[src/rtl/lsu_pkg.sv]
`default_nettype none
// ============================================================================
//  Module      : lsu_pkg
//  Description : Shared definitions for the MEM-stage load/store unit:
//                mem_op encodings, op classification helpers, FSM state
//                type and the byte-enable generator.
//  Revision    : 1.0 - initial release
// ============================================================================
package lsu_pkg;

    localparam logic [2:0] c_OP_LW  = 3'b000;
    localparam logic [2:0] c_OP_LH  = 3'b001;
    localparam logic [2:0] c_OP_LHU = 3'b010;
    localparam logic [2:0] c_OP_LB  = 3'b011;
    localparam logic [2:0] c_OP_LBU = 3'b100;
    localparam logic [2:0] c_OP_SW  = 3'b101;
    localparam logic [2:0] c_OP_SH  = 3'b110;
    localparam logic [2:0] c_OP_SB  = 3'b111;

    typedef enum logic [1:0] {
        IDLE   = 2'd0,
        ACCESS = 2'd1,
        DONE   = 2'd2
    } lsu_state_t;

    function automatic logic is_store(input logic [2:0] op);
        return op inside {c_OP_SW, c_OP_SH, c_OP_SB};
    endfunction

    function automatic logic is_word(input logic [2:0] op);
        return op inside {c_OP_LW, c_OP_SW};
    endfunction

    function automatic logic is_half(input logic [2:0] op);
        return op inside {c_OP_LH, c_OP_LHU, c_OP_SH};
    endfunction

    function automatic logic is_byte(input logic [2:0] op);
        return op inside {c_OP_LB, c_OP_LBU, c_OP_SB};
    endfunction

    function automatic logic is_signed(input logic [2:0] op);
        return op inside {c_OP_LH, c_OP_LB};
    endfunction

    // Byte lanes touched by an access; computed identically for loads and stores.
    function automatic logic [3:0] lsu_be(input logic [2:0] op, input logic [1:0] addr_lo);
        if (is_byte(op)) begin
            return 4'b0001 << addr_lo;
        end else if (is_half(op)) begin
            return addr_lo[1] ? 4'b1100 : 4'b0011;
        end else begin
            return 4'b1111;
        end
    endfunction

endpackage
`default_nettype wire

[src/rtl/lsu_load_ext.sv]
`default_nettype none
// ============================================================================
//  Module      : lsu_load_ext
//  Description : Combinational load extractor. Selects the addressed byte or
//                halfword from a memory word and sign/zero extends it.
//  Revision    : 1.0 - initial release
// ============================================================================
module lsu_load_ext
    import lsu_pkg::*;
(
    input  logic [2:0]  op,
    input  logic [1:0]  addr_lo,
    input  logic [31:0] word,
    output logic [31:0] rdata32
);

    logic [7:0]  w_byte;
    logic [15:0] w_half;

    // Lane select followed by width-dependent extension.
    always_comb begin
        w_byte  = 8'd0;
        w_half  = addr_lo[1] ? word[31:16] : word[15:0];
        rdata32 = word;
        case (addr_lo)
            2'd0:    w_byte = word[7:0];
            2'd1:    w_byte = word[15:8];
            2'd2:    w_byte = word[23:16];
            default: w_byte = word[31:24];
        endcase
        if (is_byte(op)) begin
            rdata32 = is_signed(op) ? {{24{w_byte[7]}}, w_byte} : {24'd0, w_byte};
        end else if (is_half(op)) begin
            rdata32 = is_signed(op) ? {{16{w_half[15]}}, w_half} : {16'd0, w_half};
        end
    end

endmodule
`default_nettype wire

[src/rtl/lsu_mem_access.sv]
`default_nettype none
// ============================================================================
//  Module      : lsu_mem_access
//  Description : MEM-stage load/store initiator for a word-addressed,
//                byte-enabled data memory with WAIT_CYCLES of latency.
//                Optional macro MISALIGN_TRAP_EN: misaligned accesses trap
//                (exc_adel/exc_ades) instead of being silently aligned.
//  Revision    : 1.0 - initial release
// ============================================================================
module lsu_mem_access
    import lsu_pkg::*;
#(
    parameter int WAIT_CYCLES = 1,
    parameter int AW          = 10
) (
    input  logic          clk,
    input  logic          rst,
    input  logic          req,
    input  logic [2:0]    mem_op,
    input  logic [31:0]   addr,
    input  logic [31:0]   wdata,
    output logic          stall,
    output logic          done,
    output logic [31:0]   rdata,
    output logic          exc_adel,
    output logic          exc_ades,
    output logic          dm_we,
    output logic [AW-1:0] dm_addr,
    output logic [3:0]    dm_be,
    output logic [31:0]   dm_din,
    input  logic [31:0]   dm_dout
);

    localparam logic [3:0] c_WAIT = 4'(WAIT_CYCLES);

    lsu_state_t  r_state;
    lsu_state_t  w_state_nxt;
    logic [2:0]  r_op;
    logic [1:0]  r_addr_lo;
    logic [3:0]  r_cnt;
    logic [1:0]  w_lo_eff;
    logic        w_trap;
    logic        w_accept;
    logic        w_commit;
    logic [31:0] w_ext;
    logic        w_unused_addr;

    // Byte address bits above the memory's reach are intentionally ignored.
    assign w_unused_addr = ^addr[31:AW+2];

`ifdef MISALIGN_TRAP_EN
    logic w_misalign;
    logic r_exc_l;
    logic r_exc_s;

    // Misaligned accesses trap; the address is passed through untouched.
    assign w_misalign = (is_word(mem_op) && (addr[1:0] != 2'b00)) ||
                        (is_half(mem_op) && addr[0]);
    assign w_trap     = w_misalign;
    assign w_lo_eff   = addr[1:0];

    // Trap flavour remembered at accept and presented with done.
    always_ff @(posedge clk or posedge rst) begin
        if (rst) begin
            r_exc_l <= 1'b0;
            r_exc_s <= 1'b0;
        end else if (w_accept) begin
            r_exc_l <= w_trap && !is_store(mem_op);
            r_exc_s <= w_trap &&  is_store(mem_op);
        end
    end

    assign exc_adel = (r_state == DONE) && r_exc_l;
    assign exc_ades = (r_state == DONE) && r_exc_s;
`else
    // Misaligned low bits are forced to the natural alignment of the op.
    assign w_trap   = 1'b0;
    assign w_lo_eff = is_word(mem_op) ? 2'b00 :
                      is_half(mem_op) ? {addr[1], 1'b0} : addr[1:0];
    assign exc_adel = 1'b0;
    assign exc_ades = 1'b0;
`endif

    lsu_load_ext u_load_ext (
        .op      (r_op),
        .addr_lo (r_addr_lo),
        .word    (dm_dout),
        .rdata32 (w_ext)
    );

    // State register.
    always_ff @(posedge clk or posedge rst) begin
        if (rst) begin
            r_state <= IDLE;
        end else begin
            r_state <= w_state_nxt;
        end
    end

    // Next-state logic and per-state outputs; dm_we is combinational so reset kills it at once.
    always_comb begin
        w_state_nxt = r_state;
        stall       = 1'b0;
        done        = 1'b0;
        dm_we       = 1'b0;
        w_accept    = 1'b0;
        w_commit    = 1'b0;
        case (r_state)
            IDLE: begin
                stall = req;
                if (req) begin
                    w_accept    = 1'b1;
                    w_state_nxt = w_trap ? DONE : ACCESS;
                end
            end
            ACCESS: begin
                stall = 1'b1;
                if (r_cnt == 4'd0) begin
                    w_commit    = 1'b1;
                    dm_we       = is_store(r_op);
                    w_state_nxt = DONE;
                end
            end
            DONE: begin
                done        = 1'b1;
                w_state_nxt = IDLE;
            end
            default: begin
                w_state_nxt = IDLE;
            end
        endcase
    end

    // Request latch and memory-side drive, held stable for the whole access.
    always_ff @(posedge clk or posedge rst) begin
        if (rst) begin
            r_op      <= c_OP_LW;
            r_addr_lo <= 2'b00;
            dm_addr   <= '0;
            dm_be     <= 4'b0000;
            dm_din    <= 32'd0;
        end else if (w_accept) begin
            r_op      <= mem_op;
            r_addr_lo <= w_lo_eff;
            dm_addr   <= addr[AW+1:2];
            dm_be     <= lsu_be(mem_op, w_lo_eff);
            dm_din    <= wdata;
        end
    end

    // Latency counter: loaded on accept, counts down through ACCESS.
    always_ff @(posedge clk or posedge rst) begin
        if (rst) begin
            r_cnt <= 4'd0;
        end else if (w_accept) begin
            r_cnt <= c_WAIT;
        end else if ((r_state == ACCESS) && (r_cnt != 4'd0)) begin
            r_cnt <= r_cnt - 4'd1;
        end
    end

    // Load result captured in the final ACCESS cycle and held until the next load.
    always_ff @(posedge clk or posedge rst) begin
        if (rst) begin
            rdata <= 32'd0;
        end else if (w_commit && !is_store(r_op)) begin
            rdata <= w_ext;
        end
    end

endmodule
`default_nettype wire

[config.mk]
export PLATFORM = sky130hd
export DESIGN_NAME = lsu_mem_access
export DESIGN_NICKNAME = d
export VERILOG_FILES = /design/src/rtl/lsu_pkg.sv /design/src/rtl/lsu_load_ext.sv /design/src/rtl/lsu_mem_access.sv
export SDC_FILE = /design/constraint.sdc
export NUM_CORES = 1
export LEC_CHECK = 0
export BUFFER_PORTS_ARGS = -buffer_cell sky130_fd_sc_hd__buf_2
export CELL_PAD_IN_SITES_DETAIL_PLACEMENT = 0
export CELL_PAD_IN_SITES_GLOBAL_PLACEMENT = 1
export CORE_MARGIN = 1
export CORE_UTILIZATION = 33
export CTS_BUF_LIST = sky130_fd_sc_hd__clkbuf_8
export DETAILED_ROUTE_END_ITERATION = 12
export GPL_ROUTABILITY_DRIVEN = 0
export MAX_ROUTING_LAYER = met4
export PLACE_DENSITY = 0.78
export SLEW_MARGIN = 20
export SYNTH_ARGS = -nofsm -noshare
export SYNTH_HDL_FRONTEND = slang
export SYNTH_SLANG_ARGS = --single-unit
[constraint.sdc]
create_clock -name clk -period 2.38 [get_ports clk]
set_input_delay 0.238 -clock clk [delete_from_list [all_inputs] [get_ports clk]]
set_output_delay 0.238 -clock clk [all_outputs]
set_load 0.02 [all_outputs]
---- After elaboration in Yosys (flattened, before gate mapping) ----
Cells that the tools add are included.
storage, ports and cells
  register bits after elaboration ......... 89
  input port bits ......................... 102
  output and inout bits ................... 83
cells by class
  add/sub/neg operators ................... 1
  equal/unequal tests ..................... 20
  shifts and indexed selects .............. 1
  muxes and demuxes ....................... 24
  reductions and logical operators ........ 17
operators with widths
  operator             count
  $mux 32              4
  $eq 3x3->1 const B   8
  $pmux 8 s3           1
  $mux 4               5
  $mux 16              1
  $reduce_bool 3->1    5
  $eq 3x2->1 const B   4
  $mux 1               8
  $eq 3x1->1 const B   2
  $mux 2               3
  $reduce_bool 2->1    3
  $eq 2x1->1 const B   2
  $eq 2x2->1 const B   2
  $logic_not 2->1      2
  $logic_not 4->1      1
  $ne 2x2->1 const B   2
  $pmux 2 s2           1
  $reduce_bool 4->1    1
  $shl 1x2->4 const A  1
  $sub 4x1->4 const B  1
  $logic_not 3->1      1
  $logic_and 1x1->1    2
  $pmux 1 s2           1
  $reduce_and 2->1     1
  $logic_not 1->1      1

---- Longest topological paths before layout ----
  depth after elaboration ................. 7
  depth in mapped cells ................... 8
  mapped depth without buffers ............ 6

---- Cells and area by module ----
From an unflattened synthesis, not the netlist that was laid out.
unflattened totals
  cell total of the unflattened synthesis .. 478
  area, all modules ....................... 4888.4 um^2
modules (own cells, without submodules)
  module          instances  cells an instance  area an instance (um^2)
  lsu_mem_access  1          331                3693.5
  lsu_load_ext    1          147                1194.9

---- Worst setup path after synthesis ----
OpenSTA, ideal clock, no wires.
  kind .................................... register to register
  from .................................... register r_cnt[0]
  to ...................................... register rdata[10]
  arrival time ............................ 1.723 ns
  data required time ...................... 2.254 ns
  path slack .............................. 0.531 ns
  cell stages (with the launch flop) ...... 9
  path buffers ............................ 2
  clock period less this slack ............ 1.849 ns
  cell sequence ........................... dfrtp_1 > inv_1 > ha_1 > nor3b_1 > and3_1 > buf_2 > nand2_2 > buf_6 > o32a_1
between the ends
  longest elaborated chain between the ends .. 4
RTL lines
  item                      RTL line               text
  start: declaration        lsu_mem_access.sv:40   logic [3:0] r_cnt;
  start signal: assignment  lsu_mem_access.sv:156  r_cnt <= c_WAIT;
  start signal: assignment  lsu_mem_access.sv:158  r_cnt <= r_cnt - 4'd1;
  $logic_not 4->1           lsu_mem_access.sv:118  if (r_cnt == 4'd0) begin
  $mux 1                    lsu_mem_access.sv:118
  $mux 1                    lsu_mem_access.sv:108  case (r_state)
  $logic_and 1x1->1         lsu_mem_access.sv:166  end else if (w_commit && !is_store(r_op)) begin
  end signal: assignment    lsu_mem_access.sv:167  rdata <= w_ext;
  end: declaration          lsu_mem_access.sv:24   output logic [31:0] rdata,
No other way between the ends.
A chain may end at the register's enable or synchronous reset.

---- Final worst setup path ----
Same ends and word-level chain as after synthesis.

==> reports/results.ini <==
[clock_tree]
cts_root_buf = clkbuf_8
path_clk_slew_ns = 0.09
cts_max_level = 3
clock_latency_ns = 0.37
cts_buffers = 9
post_cts_resized = 0
clockBufferDepth = 2
cts.sinks = 89
cts_tree = done

[floorplanning]
core_area_um2 = 13200
rows = 42
ios = 185
die_h_um = 118
fp.dieW_um = 118
die_area_um2 = 14000
start_util_pct = 33.8

[logic_synthesis]
ys_ff_latch = 89
synth_top_cell_by_area = dfrtp_1
yosys.area_share.xor_xnor_pct = 0.786
ys.flop_type = dfrtp_1
synth_top_family_by_area = simple AND/OR/NAND/NOR gates
async_flop_share_pct = 100
synth_area_um2 = 4460
syn_inst = 493
synthMuxAreaShare_pct = 6.06
synthDistinctLibCells = 42
synth-compound-area-share_pct = 16.9
synthAdderAreaFrac_pct = 0.281
synth_top_area_share_pct = 50.0
avgSynthCellArea_um2 = 9.04
synth_edf_count = 0
yosys.area_share.simple_pct = 21.2
synth_area_leaders = dfrtp_1, nand2_1, mux4_2
ys_warn_count = 0
yosysSeqAreaShare_pct = 50.0

[detailed_routing]
drt_pass1_iterations = 5
via_count = 4119
routedWlPerCell_um = 15.0
drtAntennaViolNets = 0
drtIter0Drc = 361
viasPerCell = 5.02
drt-total-wl_um = 12300
drc = 0

[setup_path]
critical_path_class = reg -> reg
startpoint_type = flip-flop
critPathTopFamily = simple AND/OR/NAND/NOR gates
slowest_stage = o32a_1
crit_cells = 6
worst_setup_path_end_kind = flip-flop
crit_arrival_ns = 2.31
max_stage_delay_ns = 0.44
rr_worst_depth = 6
crit_chain = inv_1 > ha_1 > nor3b_1 > and3_1 > nand2_2 > o32a_1
cp_num_buf_inv = 1
cp.required_ns = 2.63
crit_fanout = 24

[pwr]
combPwrFrac_pct = 54.5
ir_worst_vdd_mv = 0.649
p_clk_share_pct = 11.7
p_switching_w = 0.00365
seq_power_share_pct = 33.8
power.share.switching_pct = 46.0
p_int_w = 0.00429
power_density_nw_per_um2 = 1410
leakage_nw = 2.80

[layout]
final_cell_mix = nand2_1, buf_2, dfrtp_1, a21oi_1, o21ai_0
antenna_cells = 0
nets = 744
instances_no_fill = 821
fill_cells = 1352
drive_gt1_share_pct = 33.2
areaGrowthSynthToFinish_pct = 26.2
design_area_um2 = 5630
final_common_cell = nand2_1

[placed_design]
dp_slack_ns = 0.321
place_area_um2 = 5460
dp_cells = 805
dp_hpwl_um = 9070
io_buffers = 162

[timing]
fin_hold_ws_ns = 0.0569
relSlewSlack_pct = 49.0
slew_viol_final = 0
tns_ns = 0
post-route-period-util_pct = 86.9
skew_ns = 0.0128
worst_slack_ns = 0.312
rsz0062_at_grt = false
min_period_ns = 2.07
fmax_mhz = 484
setup_violations = 0
finalHoldViolCount = 0
worst_slew_pin_slew_ns = 0.765

[min_path]
min_path_type = in -> reg
hold_depth = 3

[grt]
grt_pass1_vias = 4096
grt_pass1_wl_um = 20300
antenna_found_initial = 0
grt_max_degree = 38
grt_usage_pct = 18.8
overflow = 0

[status]
outcome = complete, no violations

[job]
drv_cap = 0

kinds of logic after synthesis:
kind of cell,count (synthesis)
other,1
buffers and inverters,44
flip-flops,89
AND/OR/NAND/NOR,229
multiplexers,17
adder cells (fa/ha/maj),1
AO/OA/AOI/OAI,108
XOR/XNOR,4
cell type report:
| class | count | area, µm² | share of cell area (%) |
|---|---|---|---|
| Timing Repair Buffer | 176 | 968 | 17.2 |
| Clock inverter | 5 | 25.0 | 0.445 |
| Clock buffer | 10 | 138 | 2.45 |
| Sequential cell | 89 | 2230 | 39.6 |
| Inverter | 4 | 18.8 | 0.333 |
| Multi-Input combinational cell | 361 | 2030 | 36.1 |
| Tap cell | 176 | 220 | 3.91 |
state kept, by name, summed over array words and instances (netlist names):
name	cells
dm_din	32
rdata	32
dm_addr	10
dm_be	4
r_cnt	4
r_op	3
r_addr_lo	2
r_state	2
power groups by stage:
| stage | sequential [W] | combinational, W | clock [W] |
|---|---|---|---|
| global route | 0.00279 | 0.00475 | 0.00102 |
| detailed placement | 0.00272 | 0.00433 | 0 |
| CTS | 0.00269 | 0.00434 | 0.000969 |
| floorplan | 0.00346 | 0.00226 | 0 |
| global placement | 0.00268 | 0.00429 | 0 |
| finish | 0.00268 | 0.00432 | 0.000931 |
final timing paths:
kind | start | end | slack [ns]
max | r_cnt[0] | rdata[10] | 0.31
min | addr[4] | dm_addr[2] | 0.06
max reg2reg | r_cnt[0] | rdata[10] | 0.31
min reg2reg | dm_din[15] | dm_din[15] | 0.47
max in group asynchronous | rst | rdata[28] | 1.28
min in group asynchronous | rst | dm_din[30] | 0.51
routing by layer:
layer | vias to the layer above | part of all wire, % | global-route usage (%)
met5 | - | 0 | -
met1 | 1947 | 45 | 24.1
met2 | 181 | 44 | 28.3
met3 | 20 | 8.2 | 4.58
li1 | 1971 | - | -
met4 | 0 | 2.3 | 7.85
cell usage after synthesis (2+ instances only):
library cell,n
a211oi_1,7
a21o_1,2
a21oi_1,27
a21oi_2,10
a32oi_1,9
and2_1,2
buf_2,7
buf_4,3
buf_6,3
clkbuf_1,26
dfrtp_1,89
inv_1,4
mux2i_1,9
mux4_2,8
nand2_1,171
nand2b_1,4
nand3_1,21
nor2_1,16
nor2b_1,4
nor3b_1,2
o21a_1,2
o21ai_0,22
o22a_1,16
o32a_1,8
or3b_2,2
xor2_1,3
repair_timing:
item | CTS | global route
buffers inserted | 0 | 0
hold buffers | 1 | 0
hold endpoints to repair | 26 | 0
tightest hold or removal path, delay by kind of cell:
family / cells / cell delay (ns)
buf+inv: 1 / 0.08
simple gates: 2 / 0.08
stage by stage:
| stage | power [W] | utilization [%] |
|---|---|---|
| finish | 0.00794 | 42.7 |
| global route | 0.00856 | 42.7 |
| CTS | 0.00801 | 42.7 |
| detailed placement | 0.00705 | 41.4 |
| global placement | 0.00697 | 41.4 |
| floorplan | 0.00572 | - |
(Power assumes the default switching activity.)
